## src/rtl/seven_seg_scan_ctrl_pkg.sv

```systemverilog
// Shared display types: digit codes, converter states and the 7-segment glyph table.
// Glyph bytes are written {a,b,c,d,e,f,g,dp} from MSB to LSB, active-low.
package display_pkg;

  typedef enum logic [4:0] {
    D0 = 5'd0, D1, D2, D3, D4, D5, D6, D7,
    D8, D9, D10, D11, D12, D13, D14, D15,
    DASH, BLANK
  } digit_code_t;

  typedef enum logic [1:0] {ST_IDLE, ST_CAPTURE, ST_SHIFT, ST_COMMIT} cvt_state_t;

  localparam logic [7:0] SEG_DASH  = 8'hFD;
  localparam logic [7:0] SEG_BLANK = 8'hFF;
  // Entry 15 (F) leftmost, entry 0 rightmost.
  localparam logic [15:0][7:0] SEG_HEX = {
    8'h71, 8'h61, 8'h85, 8'h63, 8'hC1, 8'h11, 8'h09, 8'h01,
    8'h1F, 8'h41, 8'h49, 8'h99, 8'h0D, 8'h25, 8'h9F, 8'h03
  };

  function automatic logic [7:0] seg(input digit_code_t c);
    logic [4:0] v;
    v = c;
    if (!v[4])       return SEG_HEX[v[3:0]];
    else if (c == DASH) return SEG_DASH;
    else             return SEG_BLANK;
  endfunction

endpackage

```

## src/rtl/seven_seg_scan_ctrl_if.sv

```systemverilog
// Value/config inputs and display pins of the scan controller, grouped for the top-level port.
interface seven_seg_scan_ctrl_if #(
  parameter int NUM_DIGITS = 8,
  parameter int IN_W       = 32
);
  logic [IN_W-1:0]       N;
  logic                  MODE;
  logic                  BLANK_LZ;
  logic [NUM_DIGITS-1:0] DP_MASK;
  logic [0:7]            CT;
  logic [NUM_DIGITS-1:0] AN;
  logic                  BUSY;

  modport master (output N, MODE, BLANK_LZ, DP_MASK, input CT, AN, BUSY);
  modport slave  (input N, MODE, BLANK_LZ, DP_MASK, output CT, AN, BUSY);
endinterface

```

## src/rtl/seven_seg_scan_ctrl_bin2bcd_seq.sv

```systemverilog
// Iterative double-dabble: one add-3/shift step per cycle, IN_W steps per conversion.
module bin2bcd_seq #(
  parameter int IN_W       = 32,
  parameter int NUM_DIGITS = 8
) (
  input  logic                    clk,
  input  logic                    rst,
  input  logic                    start,
  input  logic [IN_W-1:0]         value,
  output logic                    busy,
  output logic                    done,
  output logic [4*NUM_DIGITS-1:0] bcd,
  output logic                    ovf
);
  localparam int BCD_W = 4*NUM_DIGITS;
  localparam int CNT_W = $clog2(IN_W+1);

  logic [IN_W-1:0]  r_sh;
  logic [BCD_W-1:0] r_bcd, w_adj;
  logic [CNT_W-1:0] r_cnt;
  logic             r_busy, r_ovf;

  always_comb begin
    w_adj = r_bcd;
    for (int i = 0; i < NUM_DIGITS; i++)
      if (r_bcd[4*i +: 4] >= 4'd5) w_adj[4*i +: 4] = r_bcd[4*i +: 4] + 4'd3;
  end

  always_ff @(posedge clk or posedge rst) begin
    if (rst) begin
      r_sh   <= '0;
      r_bcd  <= '0;
      r_cnt  <= '0;
      r_busy <= 1'b0;
      r_ovf  <= 1'b0;
    end else if (start && !r_busy) begin
      r_sh   <= value;
      r_bcd  <= '0;
      r_ovf  <= 1'b0;
      r_cnt  <= CNT_W'(IN_W);
      r_busy <= 1'b1;
    end else if (r_busy) begin
      // Whatever leaves the top digit means the value needs more digits than we have.
      r_bcd <= {w_adj[BCD_W-2:0], r_sh[IN_W-1]};
      r_ovf <= r_ovf | w_adj[BCD_W-1];
      r_sh  <= {r_sh[IN_W-2:0], 1'b0};
      r_cnt <= r_cnt - CNT_W'(1);
      if (r_cnt == CNT_W'(1)) r_busy <= 1'b0;
    end
  end

  // done marks the final step; bcd/ovf hold the result from the following cycle.
  assign busy = r_busy;
  assign done = r_busy && (r_cnt == CNT_W'(1));
  assign bcd  = r_bcd;
  assign ovf  = r_ovf;
endmodule

```

## src/rtl/seven_seg_scan_ctrl.sv

```systemverilog
// Multiplexed 7-segment driver: digit scan with ghost blanking, per-frame decimal/hex
// conversion committed atomically, leading-zero blanking, live decimal points.
module seven_seg_scan_ctrl
  import display_pkg::*;
#(
  parameter int NUM_DIGITS  = 8,
  parameter int IN_W        = 32,
  parameter int REFRESH_DIV = 10000
) (
  input logic                  CLK100MHZ,
  input logic                  RST,
  seven_seg_scan_ctrl_if.slave bus
);
  localparam int BCD_W = 4*NUM_DIGITS;
  localparam int IDX_W = (NUM_DIGITS > 1) ? $clog2(NUM_DIGITS) : 1;
  localparam int CNT_W = (REFRESH_DIV > 1) ? $clog2(REFRESH_DIV) : 1;
  localparam logic [CNT_W-1:0] CNT_LAST = CNT_W'(REFRESH_DIV-1);
  localparam logic [IDX_W-1:0] IDX_LAST = IDX_W'(NUM_DIGITS-1);

  cvt_state_t            r_state, w_state_nxt;
  logic [CNT_W-1:0]      r_cnt;
  logic [IDX_W-1:0]      r_idx, w_idx_nxt;
  logic [IN_W-1:0]       r_val;
  logic                  r_mode;
  digit_code_t           r_buf  [NUM_DIGITS];
  digit_code_t           w_code [NUM_DIGITS];
  logic [0:7]            r_ct, w_seg;
  logic [NUM_DIGITS-1:0] r_an;
  logic                  w_wrap, w_frame, w_start;
  logic                  w_cvt_busy, w_cvt_done, w_bcd_ovf, w_hex_ovf, w_ovf;
  logic [BCD_W-1:0]      w_bcd, w_hex, w_nib;

  assign w_wrap    = (r_cnt == CNT_LAST);
  assign w_idx_nxt = (r_idx == IDX_LAST) ? '0 : r_idx + IDX_W'(1);
  assign w_frame   = w_wrap && (w_idx_nxt == '0);
  assign w_start   = (r_state == ST_CAPTURE) && !bus.MODE && !w_cvt_busy;

  bin2bcd_seq #(.IN_W(IN_W), .NUM_DIGITS(NUM_DIGITS)) u_bcd (
    .clk(CLK100MHZ), .rst(RST), .start(w_start), .value(bus.N),
    .busy(w_cvt_busy), .done(w_cvt_done), .bcd(w_bcd), .ovf(w_bcd_ovf)
  );

  if (IN_W >= BCD_W) begin : g_hex_wide
    assign w_hex = r_val[BCD_W-1:0];
    if (IN_W > BCD_W) begin : g_ovf
      assign w_hex_ovf = |r_val[IN_W-1:BCD_W];
    end else begin : g_no_ovf
      assign w_hex_ovf = 1'b0;
    end
  end else begin : g_hex_narrow
    assign w_hex     = {{(BCD_W-IN_W){1'b0}}, r_val};
    assign w_hex_ovf = 1'b0;
  end

  always_comb begin
    w_state_nxt = r_state;
    case (r_state)
      ST_IDLE:    if (w_frame) w_state_nxt = ST_CAPTURE;
      ST_CAPTURE: w_state_nxt = ST_SHIFT;
      ST_SHIFT:   if (r_mode || w_cvt_done) w_state_nxt = ST_COMMIT;
      ST_COMMIT:  w_state_nxt = ST_IDLE;
      default:    w_state_nxt = ST_IDLE;
    endcase
  end

  // Frame contents as they will be committed; blanking walks down from the top digit.
  always_comb begin
    logic lead;
    w_nib = r_mode ? w_hex : w_bcd;
    w_ovf = r_mode ? w_hex_ovf : w_bcd_ovf;
    lead  = 1'b1;
    for (int i = 0; i < NUM_DIGITS; i++) w_code[i] = BLANK;
    for (int i = NUM_DIGITS-1; i >= 0; i--) begin
      lead      = lead && (w_nib[4*i +: 4] == 4'd0);
      w_code[i] = digit_code_t'({1'b0, w_nib[4*i +: 4]});
      if (w_ovf)                                 w_code[i] = DASH;
      else if (bus.BLANK_LZ && lead && (i != 0)) w_code[i] = BLANK;
    end
  end

  always_comb begin
    w_seg = seg(r_buf[r_idx]);
    if (bus.DP_MASK[r_idx]) w_seg[7] = 1'b0;
  end

  always_ff @(posedge CLK100MHZ or posedge RST) begin
    if (RST) begin
      r_state <= ST_IDLE;
      r_cnt   <= '0;
      r_idx   <= '0;
      r_val   <= '0;
      r_mode  <= 1'b0;
      r_ct    <= 8'hFF;
      r_an    <= '1;
      for (int i = 0; i < NUM_DIGITS; i++) r_buf[i] <= BLANK;
    end else begin
      r_state <= w_state_nxt;
      r_cnt   <= w_wrap ? '0 : r_cnt + CNT_W'(1);
      if (w_wrap) r_idx <= w_idx_nxt;
      if (r_state == ST_CAPTURE) begin
        r_val  <= bus.N;
        r_mode <= bus.MODE;
      end
      if (r_state == ST_COMMIT)
        for (int i = 0; i < NUM_DIGITS; i++) r_buf[i] <= w_code[i];
      // One dark cycle after every slot change kills ghosting on the next digit.
      if (w_wrap) begin
        r_ct <= 8'hFF;
        r_an <= '1;
      end else begin
        r_ct <= w_seg;
        r_an <= ~(NUM_DIGITS'(1) << r_idx);
      end
    end
  end

  assign bus.CT   = r_ct;
  assign bus.AN   = r_an;
  assign bus.BUSY = (r_state != ST_IDLE);
endmodule

```

## src/flat_wrapper.sv

```systemverilog
// flat-port wrapper written by rule: the top's interface ports become plain ports
module seven_seg_scan_ctrl_flat import display_pkg::*;
#(
  parameter int NUM_DIGITS  = 8,
  parameter int IN_W        = 32,
  parameter int REFRESH_DIV = 10000
)
  (CLK100MHZ, RST, bus_N, bus_MODE, bus_BLANK_LZ, bus_DP_MASK, bus_CT, bus_AN, bus_BUSY);
  seven_seg_scan_ctrl_if #(.NUM_DIGITS(NUM_DIGITS), .IN_W(IN_W)) bus_i ();
  input logic CLK100MHZ;
  input logic RST;
  input wire logic [$bits(bus_i.N)-1:0] bus_N;
  input wire logic [$bits(bus_i.MODE)-1:0] bus_MODE;
  input wire logic [$bits(bus_i.BLANK_LZ)-1:0] bus_BLANK_LZ;
  input wire logic [$bits(bus_i.DP_MASK)-1:0] bus_DP_MASK;
  output wire logic [$bits(bus_i.CT)-1:0] bus_CT;
  output wire logic [$bits(bus_i.AN)-1:0] bus_AN;
  output wire logic [$bits(bus_i.BUSY)-1:0] bus_BUSY;
  assign bus_i.N = bus_N;
  assign bus_i.MODE = bus_MODE;
  assign bus_i.BLANK_LZ = bus_BLANK_LZ;
  assign bus_i.DP_MASK = bus_DP_MASK;
  assign bus_CT = bus_i.CT;
  assign bus_AN = bus_i.AN;
  assign bus_BUSY = bus_i.BUSY;
  seven_seg_scan_ctrl #(.NUM_DIGITS(NUM_DIGITS), .IN_W(IN_W), .REFRESH_DIV(REFRESH_DIV)) u_core (.CLK100MHZ(CLK100MHZ), .RST(RST), .bus(bus_i));
endmodule
```

## config.mk

```make
export PLATFORM = sky130hd
export DESIGN_NAME = seven_seg_scan_ctrl_flat
export DESIGN_NICKNAME = d
export VERILOG_FILES = /design/src/rtl/seven_seg_scan_ctrl_pkg.sv /design/src/rtl/seven_seg_scan_ctrl_if.sv /design/src/rtl/seven_seg_scan_ctrl_bin2bcd_seq.sv /design/src/rtl/seven_seg_scan_ctrl.sv /design/src/flat_wrapper.sv
export SDC_FILE = /design/constraint.sdc
export NUM_CORES = 1
export LEC_CHECK = 0
export ABC_AREA = 1
export ABC_CLOCK_PERIOD_IN_PS = 3900
export BUFFER_PORTS_ARGS = -buffer_cell sky130_fd_sc_hd__buf_2
export CAP_MARGIN = 5
export CORE_ASPECT_RATIO = 1.1
export CORE_MARGIN = 1.5
export CORE_UTILIZATION = 27
export DETAILED_ROUTE_END_ITERATION = 8
export PLACE_DENSITY = 0.5
export SETUP_SLACK_MARGIN = 0.15
export SLEW_MARGIN = 15
export SYNTH_ARGS = -nofsm -noshare
export SYNTH_HDL_FRONTEND = slang
export SYNTH_HIERARCHICAL = 1
export SYNTH_SLANG_ARGS = --single-unit
```

## constraint.sdc

```tcl
create_clock -name CLK100MHZ -period 3.9 [get_ports CLK100MHZ]
set_input_delay 0.78 -clock CLK100MHZ [delete_from_list [all_inputs] [get_ports CLK100MHZ]]
set_output_delay 0.78 -clock CLK100MHZ [all_outputs]
set_load 0.005 [all_outputs]
```

==> results by group, run 1 <==
Worst setup path
  – Crit path to: u_core/bus.CT[6]
  – Critical Path RT: 4270 ps
  – Reg-to-reg endpoint: u_core/bus.CT[6]
  – Crit path top cell by count: nand2_1
  – R2r worst-path depth: 11
  – WS Path Type: flip-flop to flip-flop
  – Startpoint Class: flip-flop
  – CP max FO: 31
  – Slowest CP cell: dfrtp_1
  – Reg2reg start: u_core/r_idx[0]
  – Reg-to-reg setup timing slack: 1250 ps
  – Crit end category: flip-flop
  – WP buf/inv: 2
  – Top delay family on crit path: flip-flops
  – Max incr delay on CP: 930 ps
  – Critical Path Source: u_core/r_idx[0]
  – CP arrival: 3020 ps
  – CP cell instances: inv_2 -> o211ai_1 -> nand3_1 -> nand2_1 -> inv_1 -> ha_1 -> nand3b_1 -> nand3_1 -> nand2_1 -> nand2_1 -> nand2_1
  – Crit path depth: 11

Drt
  – Final WL: 24.4 mm
  – Vias: 7862
  – WL/cell: 14.2 microns
  – Drt via density: 4.58
  – Antenna viol nets, final: 0
  – Starting DRT DRC Count: 577
  – DRT Pass-1 Iters: 6
  – Residual DRC count: 0

Floorplanning
  – # rows: 71
  – Initial Utilization: 0.276
  – I/O pin cnt: 61
  – Die Span Y: 200 microns
  – Core area: 0.0345 sq mm
  – Die area: 0.0364 sq mm
  – Die width: 182 microns

Logic synthesis
  – Most common cell in the synthesized netlist: nand2_1
  – Area leader, netlist: dfrtp_1
  – Top cells by area, synth: dfrtp_1, nand2_1, dfstp_2, inv_1, ha_1
  – Register bit total from synthesis: 180
  – Ys async rst share: 1.00
  – Unique masters post-synth: 39
  – Synth Net Count: 1302
  – Synth top cells by count: nand2_1, inv_1, dfrtp_1
  – Synth Instances: 1224
  – Synth Warn #: 6
  – EDFF count, synth: 0
  – Main flop type after synthesis: dfrtp_1
  – Post-synth top area share: 0.389
  – Sequential area share after synthesis: 0.477
  – Cell Area, Synth: 0.00952 sq mm
  – Syn avg cell area: 7.78 sq um

STA
  – Final setup fails: 0
  – Minimum clock period: 2650 ps
  – Post-route setup slack: 1250 ps
  – Relative slew slack: 0.406
  – Hold Vio Cnt, Final: 0
  – Final setup TNS: 0 ps
  – FMAX: 377 MHz
  – Final setup skew: 10.7 ps
  – RSZ-0062 raised after global routing: no
  – Slew Limit Fails: 0
  – Period utilization: 0.680
  – Worst Tran Pin Value: 891 ps

Power
  – Peak supply drop: 0.000278 V
  – Total power: 0.00365 W
  – Leakage power: 5.39 nW
  – PD cells: 339 mW/mm^2

Clocking
  – Clock sinks: 180
  – Post-CTS sizing: 0
  – Skew-Pair Late Insertion Delay: 440 ps
  – Clk pin slew, worst setup/hold paths: 70 ps
  – Root Driver: clkbuf_16
  – CTS tree: done
  – # Post-CTS Setup Buffers: 0
  – Hold_buf cts: 0
  – Num CTS Buffers: 17
  – CTS max path bufs: 2
  – H-tree depth: 4

Placement
  – RePlAce Congestion: 0.837
  – Post-DP HPWL: 16.9 mm
  – Inst Count DP: 1685
  – Pre-CTS setup slack: 1230 ps
  – PortBufs: 60
  – Placed cell area: 0.0102 sq mm

Finish
  – Synthesis-to-layout area growth: 13.0%
  – # diodes: 0
  – Final #Nets: 1344
  – Design area: 0.0108 sq mm
  – Post-Layout Cell Count: 1717
  – Layout cells sized above 1: 0.119
  – Filler cells: 3735

Worst hold path
  – HP Class: primary input to async pin

Global route
  – Grt ovf: 0
  – Initial antenna violation count: 0
  – Tot GR Track Use: 0.142
  – First-pass GRT wire length: 40.4 mm
  – Largest net degree at the start of global routing: 62
  – Number of global-route vias before repair: 7591

Outcome
  – Status: finished clean

Run
  – Max cap viols: 0
==> flip-flops by register name, summed over array words and instances (netlist names) <==
register and flops:
u_core/r_mode 1, u_core/u_bcd/busy 1, u_core/r_state 2, u_core/r_buf 40
u_core/u_bcd/bcd 32, u_core/r_cnt 14, u_core/r_idx 3, u_core/r_val 32
u_core/u_bcd/r_sh 32, u_core/u_bcd/r_cnt 6, u_core/u_bcd/ovf 1, u_core/bus.AN 8
u_core/bus.CT 8
==> cells by family (layout without fill, tap and decap cells) <==
family | Yosys count | count (layout) | share of synthesized area
and+or+nand+nor | 608 | 608 | 0.264
buffers and inverters | 221 | 276 | 0.0993
DFF | 180 | 180 | 0.477
AOI/OAI and AO/OA | 177 | 177 | 0.111
adders and majority gates | 34 | 34 | 0.0447
xor gates and xnor gates | 4 | 4 | 0.00368
==> worst min-delay path by stage <==
stage | from | endpoint | slack, ps | cells after the start
after detailed placement | u_core/u_bcd/r_cnt[5] | u_core/u_bcd/r_cnt[5] | 460 | 1
after global routing | RST | u_core/r_val[25] | 460 | 2
after floorplan | u_core/r_cnt[0] | u_core/r_cnt[0] | 430 | 1
final | RST | u_core/r_val[20] | 430 | 2
after global placement | u_core/r_cnt[0] | u_core/r_cnt[0] | 450 | 1
after CTS | RST | u_core/r_val[25] | 450 | 2
==> area by class of cell <==
class	count	area [sq um]	area share
clock buffers	26	533	0.0495
clock inverters	6	42.5	0.00395
well taps	438	548	0.0509
flip-flops and latches	180	4540	0.422
repair buffers	69	393	0.0365
inverters	175	664	0.0617
multi-input cells	823	4040	0.375
==> layer usage <==
layer | share of wire | vias to the layer above | global-route usage
li1 | - | 3986 | -
met1 | 0.50 | 3696 | 0.198
met2 | 0.45 | 165 | 0.227
met3 | 0.042 | 15 | 0.0267
met4 | 0.0089 | 0 | 0.0361
met5 | 0 | - | 0
==> placed cells by master (no fill, tap or decap), types with 18 or more instances in the layout <==
cell	count
nand2_1	422
inv_1	168
dfrtp_1	148
o21ai_0	84
nand3_1	81
buf_2	60
nor2_1	57
ha_1	33
dfstp_2	32
o211ai_1	26
nand4_1	25
o22ai_1	22
clkbuf_16	20
a21oi_1	18
==> power by group <==
group / internal [W] / switching (W) / leakage (nW) / total, W
sequential: 0.00187 / 0.000000355 / 1.85 / 0.00187
combinational: 0.0000212 / 0.0000559 / 3.26 / 0.0000771
clock: 0.000949 / 0.000755 / 0.276 / 0.00170
total: 0.00284 / 0.000811 / 5.39 / 0.00365
==> through the flow <==
stage | util | hold WS (ps)
detailed placement | 0.296 | 459
global placement | 0.296 | 449
global route | 0.312 | 464
finish | 0.312 | 426
CTS | 0.312 | 454
floorplan | - | 433
No activity file was read; power rests on OpenSTA's default activity.
==> run 2: changes to the inputs <==
--- a/config.mk
+++ b/config.mk
@@ -6,7 +6,7 @@
 export NUM_CORES = 1
 export LEC_CHECK = 0
 export ABC_AREA = 1
-export ABC_CLOCK_PERIOD_IN_PS = 3900
+export ABC_CLOCK_PERIOD_IN_PS = 2500
 export BUFFER_PORTS_ARGS = -buffer_cell sky130_fd_sc_hd__buf_2
 export CAP_MARGIN = 5
 export CORE_ASPECT_RATIO = 1.1
==> constraint.sdc (replaced) <==
create_clock -name CLK100MHZ -period 2.5 [get_ports CLK100MHZ]
set_input_delay 0.5 -clock CLK100MHZ [delete_from_list [all_inputs] [get_ports CLK100MHZ]]
set_output_delay 0.5 -clock CLK100MHZ [all_outputs]
set_load 0.005 [all_outputs]
==> results by group, run 2 (same netlist as run 1, synthesis figures left out) <==
Finish
  – Commonest non-fill, non-tap cells in the layout: nand2_1, inv_1, dfrtp_1
  – Layout cells sized above 1: 0.133 (+0.0142)
  – Synthesis-to-layout area growth: 14.0%
  – Max FFs per register: 40 (unchanged)
  – # diodes: 0 (unchanged)
  – Final #Nets: 1358 (+1.0%)
  – Most common cell after layout, fill and taps aside: nand2_1
  – Most flop-heavy register: u_core/r_buf
  – Filler cells: 3722 (-0.35%)
  – Final core occ: 0.315 (+0.00287)

Worst setup path
  – Reg-to-reg setup timing slack: 410 ps (-830 ps)
  – CP arrival: 2460 ps (-560 ps)
  – R2r worst-path depth: 12 (+1)
  – Slowest CP cell: dfrtp_2
  – Max incr delay on CP: 470 ps (-460 ps)
  – WS Path Type: flip-flop to flip-flop
  – CP cell instances: inv_2 -> nand2_1 -> o211ai_1 -> nand3_1 -> nand2_1 -> inv_1 -> ha_1 -> nand3b_1 -> nand3_1 -> nand2_1 -> nand2_1 -> nand2_1
  – Reg-to-reg endpoint: u_core/bus.CT[6]
  – CP max FO: 24 (-23%)
  – Reg2reg start: u_core/r_idx[0]
  – Startpoint Class: flip-flop
  – Critical Path RT: 2880 ps (-1390 ps)
  – Crit end category: flip-flop
  – Crit path top cell by count: nand2_1

Floorplanning
  – I/O pin cnt: 61 (unchanged)
  – # rows: 71 (unchanged)
  – Core area: 0.0345 sq mm (unchanged)
  – Die Span Y: 200 microns (unchanged)
  – Die width: 182 microns (unchanged)
  – Initial Utilization: 0.276 (unchanged)
  – Die area: 0.0364 sq mm (unchanged)

STA
  – Minimum clock period: 2090 ps (-568 ps)
  – Final setup skew: 11.5 ps (+0.876 ps)
  – Slew Limit Fails: 0 (unchanged)
  – Final setup TNS: 0 ps (unchanged)
  – Worst hold slack: 123 ps (-303 ps)
  – Worst Tran Pin Value: 588 ps (-303 ps)
  – Period utilization: 0.834 (+0.154)
  – Post-route setup slack: 415 ps (-832 ps)
  – RSZ-0062 raised after global routing: no
  – Relative slew slack: 0.607 (+0.201)
  – Final setup fails: 0 (unchanged)
  – FMAX: 480 MHz (+27%)
  – Hold Vio Cnt, Final: 0 (unchanged)

Clocking
  – Clock sinks: 180 (unchanged)
  – Hold_buf cts: 0 (unchanged)
  – CTS tree: done
  – Num CTS Buffers: 17 (unchanged)
  – Root Driver: clkbuf_16
  – Skew-Pair Late Insertion Delay: 440 ps (about the same)
  – Clk pin slew, worst setup/hold paths: 80 ps (about the same)
  – CTS max path bufs: 2 (unchanged)
  – H-tree depth: 4 (unchanged)

Global route
  – Met2 usage: 0.223 (-0.00426)
  – Grt peak-use layer: met2
  – Grt met1 use: 0.197 (-0.00121)
  – Met3 usage: 0.0250 (-0.00163)
  – First-pass GRT wire length: 40.5 mm (+0.24%)
  – Number of global-route vias before repair: 7630 (+0.51%)
  – Tot GR Track Use: 0.141 (-0.000767)
  – Initial antenna violation count: 0 (unchanged)
  – Largest net degree at the start of global routing: 62 (unchanged)
  – Grt ovf: 0 (unchanged)

Placement
  – RePlAce Congestion: 0.832 (-0.68%)
  – PortBufs: 60 (unchanged)
  – Pre-CTS setup slack: 409 ps (-826 ps)
  – Post-DP HPWL: 17.7 mm (+4.6%)

Drt
  – DRT Pass-1 Iters: 5 (-1)
  – Final WL: 24.5 mm (+0.55%)
  – Antenna viol nets, final: 0 (unchanged)
  – Starting DRT DRC Count: 495 (-14%)
  – Drt via density: 4.55 (-0.70%)
  – WL/cell: 14.1 microns (-0.26%)
  – Vias: 7871 (+0.11%)
  – Residual DRC count: 0 (unchanged)

Power
  – Flop pwr share: 0.516 (+0.004)
  – Total power: 0.00565 W (+55%)
  – PD cells: 520 mW/mm^2 (+53%)
  – Peak supply drop: 0.000436 V (+57%)
  – Internal power: 0.00428 W (+51%)
  – Sw Share: 0.242 (+0.0201)
  – NetSw: 0.00137 W (+69%)
  – Clock Power Share: 0.461 (-0.006)
  – Combinational share of power: 0.023 (+0.002)
  – Leakage power: 5.45 nW (+1.1%)

Worst hold path
  – HP Class: primary input to async pin

Outcome
  – Status: finished clean

Run
  – Max cap viols: 0 (unchanged)
## run 2: area by class of cell
cell class,count,area [sq um],share of cell area
tap,438,548,0.0505
clock inverter,14,115,0.0106
inverter,175,666,0.0613
multi-input combinational,823,4040,0.372
sequential,180,4550,0.419
timing repair buffer,83,510,0.0470
clock buffer,18,439,0.0404
## run 2: per-layer routing
layer,vias to the layer above,share of wire
met2,159,0.44
li1,4015,-
met5,-,0
met3,20,0.041
met4,0,0.011
met1,3677,0.51
## run 2: power groups by stage
| stage | Clock (W) | Combinational (W) | Sequential [W] |
|---|---|---|---|
| after floorplan | 0 | 0.0000463 | 0.00297 |
| after global placement | 0 | 0.000139 | 0.00297 |
| after detailed placement | 0 | 0.000137 | 0.00297 |
| after CTS | 0.00270 | 0.000137 | 0.00292 |
| after global routing | 0.00283 | 0.000149 | 0.00292 |
| final | 0.00260 | 0.000129 | 0.00292 |
## run 2: critical path: cells and delay by family, from the launching register on
kind	cells	cell delay [ps]
buffers and inverters	2	410
flip-flops	1	470
adder cells (fa/ha/maj)	1	220
AND/OR/NAND/NOR	8	830
AO/OA/AOI/OAI	1	90
## run 2: how the worst max path moves through the flow
stage | to | from | slack, ps
2_1_floorplan | u_core/u_bcd/bcd[0] | RST | 180
3_3_place_gp | u_core/bus.CT[6] | u_core/r_idx[0] | 480
3_5_place_dp | u_core/bus.CT[6] | u_core/r_idx[0] | 410
4_1_cts | u_core/bus.CT[6] | u_core/r_idx[0] | 390
5_1_grt | u_core/bus.CT[6] | u_core/r_idx[0] | 190
6_report | u_core/bus.CT[6] | u_core/r_idx[0] | 410
## run 2: what timing repair did
action / in CTS / in global routing
resized for setup: 0 / 1
hold endpoints to repair: 0 / 0
setup buffers: 0 / 0
endpoints found under the setup margin: 0 / 1
## run 2: per-stage QoR
stage	std cells	instance area [sq um]
2_1_floorplan	1224	9530
4_1_cts	1731	10900
6_report	1731	10900
3_5_place_dp	1699	10300
5_1_grt	1731	10900
3_3_place_gp	1699	10300
==> run 3: changes to the inputs <==
--- a/config.mk
+++ b/config.mk
@@ -6,7 +6,7 @@
 export NUM_CORES = 1
 export LEC_CHECK = 0
 export ABC_AREA = 1
-export ABC_CLOCK_PERIOD_IN_PS = 2500
+export ABC_CLOCK_PERIOD_IN_PS = 2100
 export BUFFER_PORTS_ARGS = -buffer_cell sky130_fd_sc_hd__buf_2
 export CAP_MARGIN = 5
 export CORE_ASPECT_RATIO = 1.1
==> constraint.sdc (replaced) <==
create_clock -name CLK100MHZ -period 2.1 [get_ports CLK100MHZ]
set_input_delay 0.42 -clock CLK100MHZ [delete_from_list [all_inputs] [get_ports CLK100MHZ]]
set_output_delay 0.42 -clock CLK100MHZ [all_outputs]
set_load 0.005 [all_outputs]
==> results by group, run 3 (same netlist as run 1, synthesis figures left out) <==
Worst setup path
  – Critical Path RT: 2470 ps (-410 ps)
  – Reg-to-reg setup timing slack: 290 ps (-130 ps)
  – WS Path Type: flip-flop to flip-flop
  – R2r worst-path depth: 12 (unchanged)
  – Reg-to-reg endpoint: u_core/bus.CT[6]
  – Crit end category: flip-flop
  – CP max FO: 8 (-67%)
  – Startpoint Class: flip-flop
  – Reg2reg start: u_core/r_idx[1]
  – CP arrival: 2190 ps (-270 ps)

Finish
  – Design area: 0.0111 sq mm (+1.9%)
  – Most flop-heavy register: u_core/r_buf
  – Layout cells sized above 1: 0.144 (+0.0115)
  – # diodes: 0 (unchanged)
  – Commonest non-fill, non-tap cells in the layout: nand2_1, inv_1, dfrtp_1
  – Most common cell after layout, fill and taps aside: nand2_1
  – Max FFs per register: 40 (unchanged)
  – Synthesis-to-layout area growth: 16.2%
  – Final #Nets: 1373 (+1.1%)

STA
  – RSZ-0062 raised after global routing: yes
  – Relative slew slack: 0.628 (+0.0202)
  – Final setup TNS: 0 ps (unchanged)
  – Final setup fails: 0 (unchanged)
  – Final setup skew: 11.1 ps (-0.487 ps)
  – Worst hold slack: 199 ps (+75.3 ps)
  – Minimum clock period: 1810 ps (-270 ps)
  – Period utilization: 0.864 (+0.0303)
  – Post-route setup slack: 285 ps (-130 ps)
  – Hold Vio Cnt, Final: 0 (unchanged)
  – Worst Tran Pin Value: 559 ps (-29.1 ps)
  – Slew Limit Fails: 0 (unchanged)
  – FMAX: 551 MHz (+15%)

Worst hold path
  – Min-Delay Path Depth: 3
  – HP Class: primary input to flip-flop
  – Endpoint, Worst Hold: u_core/r_val[2]
  – Min-delay src: bus_N[2]

Clocking
  – CTS max path bufs: 2 (unchanged)
  – Clk pin slew, worst setup/hold paths: 70 ps (about the same)
  – Root Driver: clkbuf_16
  – H-tree depth: 4 (unchanged)
  – Num CTS Buffers: 17 (unchanged)
  – Clock sinks: 180 (unchanged)
  – Skew-Pair Late Insertion Delay: 440 ps (about the same)
  – CTS tree: done

Global route
  – Grt ovf: 0 (unchanged)
  – Initial antenna violation count: 1 (+1)
  – Number of global-route vias before repair: 7857 (+3.0%)
  – First-pass GRT wire length: 41.5 mm (+2.5%)
  – Tot GR Track Use: 0.144 (+0.00290)
  – Largest net degree at the start of global routing: 62 (unchanged)

Drt
  – DRT Pass-1 Iters: 5 (unchanged)
  – WL/cell: 14.2 microns (+0.20%)
  – Drt via density: 4.62 (+1.6%)
  – Starting DRT DRC Count: 523 (+5.7%)
  – Residual DRC count: 0 (unchanged)
  – Antenna viol nets, final: 0 (unchanged)
  – Final WL: 24.7 mm (+1.1%)
  – Vias: 8063 (+2.4%)

Power
  – PD cells: 623 mW/mm^2 (+20%)
  – Total power: 0.00690 W (+22%)
  – Sw Share: 0.228 (-0.0139)
  – Combinational share of power: 0.023 (about the same)
  – Flop pwr share: 0.504 (-0.012)
  – Internal power: 0.00532 W (+24%)
  – Leakage power: 5.54 nW (+1.7%)
  – Peak supply drop: 0.000458 V (+5.1%)
  – NetSw: 0.00157 W (+15%)
  – Clock Power Share: 0.474 (+0.013)

Floorplanning
  – Die area: 0.0364 sq mm (unchanged)
  – Core area: 0.0345 sq mm (unchanged)
  – Initial Utilization: 0.276 (unchanged)
  – Die width: 182 microns (unchanged)
  – Die Span Y: 200 microns (unchanged)
  – # rows: 71 (unchanged)
  – I/O pin cnt: 61 (unchanged)

Placement
  – Post-DP HPWL: 17.9 mm (+1.3%)
  – Placed cell area: 0.0104 sq mm (+0.67%)
  – PortBufs: 60 (unchanged)
  – Pre-CTS setup slack: 161 ps (-248 ps)
  – RePlAce Congestion: 0.813 (-2.2%)

Run
  – Max cap viols: 0 (unchanged)

Outcome
  – Status: finished clean
[run 3: cell types whose count changed in the layout (fill, tap and decap cells not counted), moves of 2 or more]
cell / change
buf_6: +3
bufinv_16: +2
inv_2: -2
o21ai_0: -2
clkinvlp_4: +2
buf_4: +9
[run 3: repair_timing]
item	4_1_cts	5_1_grt
setup buffers	0	7
gates cloned	0	0
setup endpoints to repair	1	44
hold buffers	1	0
pin swaps	0	1
endpoints found under the hold margin	14	0
gates resized for setup	1	12
[run 3: how the worst max path moves through the flow]
| stage | depth (start not counted) | to | from | slack, ps |
|---|---|---|---|---|
| after global placement | 13 | u_core/bus.CT[6] | u_core/r_idx[0] | 220 |
| final | 12 | u_core/bus.CT[6] | u_core/r_idx[1] | 290 |
| after global routing | 10 | u_core/bus.CT[3] | u_core/r_idx[0] | 140 |
| after detailed placement | 13 | u_core/bus.CT[6] | u_core/r_idx[0] | 160 |
| after floorplan | 12 | u_core/bus.CT[6] | u_core/r_idx[0] | 230 |
| after CTS | 13 | u_core/bus.CT[6] | u_core/r_idx[0] | 200 |
[run 3: stage by stage]
step | util | instances
after floorplan | - | 1224
after global placement | 0.301 | 1706
after detailed placement | 0.301 | 1706
after CTS | 0.318 | 1739
after global routing | 0.321 | 1746
final | 0.321 | 1746
[run 3: power groups by stage]
stage | combinational, W | clock (W) | sequential (W)
final | 0.000156 | 0.00327 | 0.00347
after global routing | 0.000180 | 0.00351 | 0.00347
after CTS | 0.000166 | 0.00339 | 0.00347
after detailed placement | 0.000164 | 0 | 0.00354
after global placement | 0.000163 | 0 | 0.00354
after floorplan | 0.0000555 | 0 | 0.00354
[run 3: area by class of cell]
class / instances / area, sq um
fill: 3701 / 23400
sequential: 180 / 4550
multi-input combinational: 823 / 4050
inverter: 175 / 676
timing repair buffer: 98 / 657
clock buffer: 18 / 439
tap: 438 / 548
clock inverter: 14 / 150
[run 3: layer usage]
metal | share of wire | vias up | GRT usage
li1 | - | 4056 | -
met1 | 0.50 | 3804 | 0.196
met2 | 0.45 | 168 | 0.232
met3 | 0.040 | 33 | 0.0245
met4 | 0.018 | 2 | 0.0490
met5 | 0.00053 | - | 0
[run 3: worst max-delay path, stage by stage, from the launching register on]
cell,delay [ps]
dfrtp_1,400
clkinvlp_4,200
buf_4,180
nand2_1,60
nand3_1,90
nand2_2,80
inv_1,70
ha_1,200
nand3b_1,210
nand3_1,110
nand2_1,50
nand2_1,50
nand2_1,50
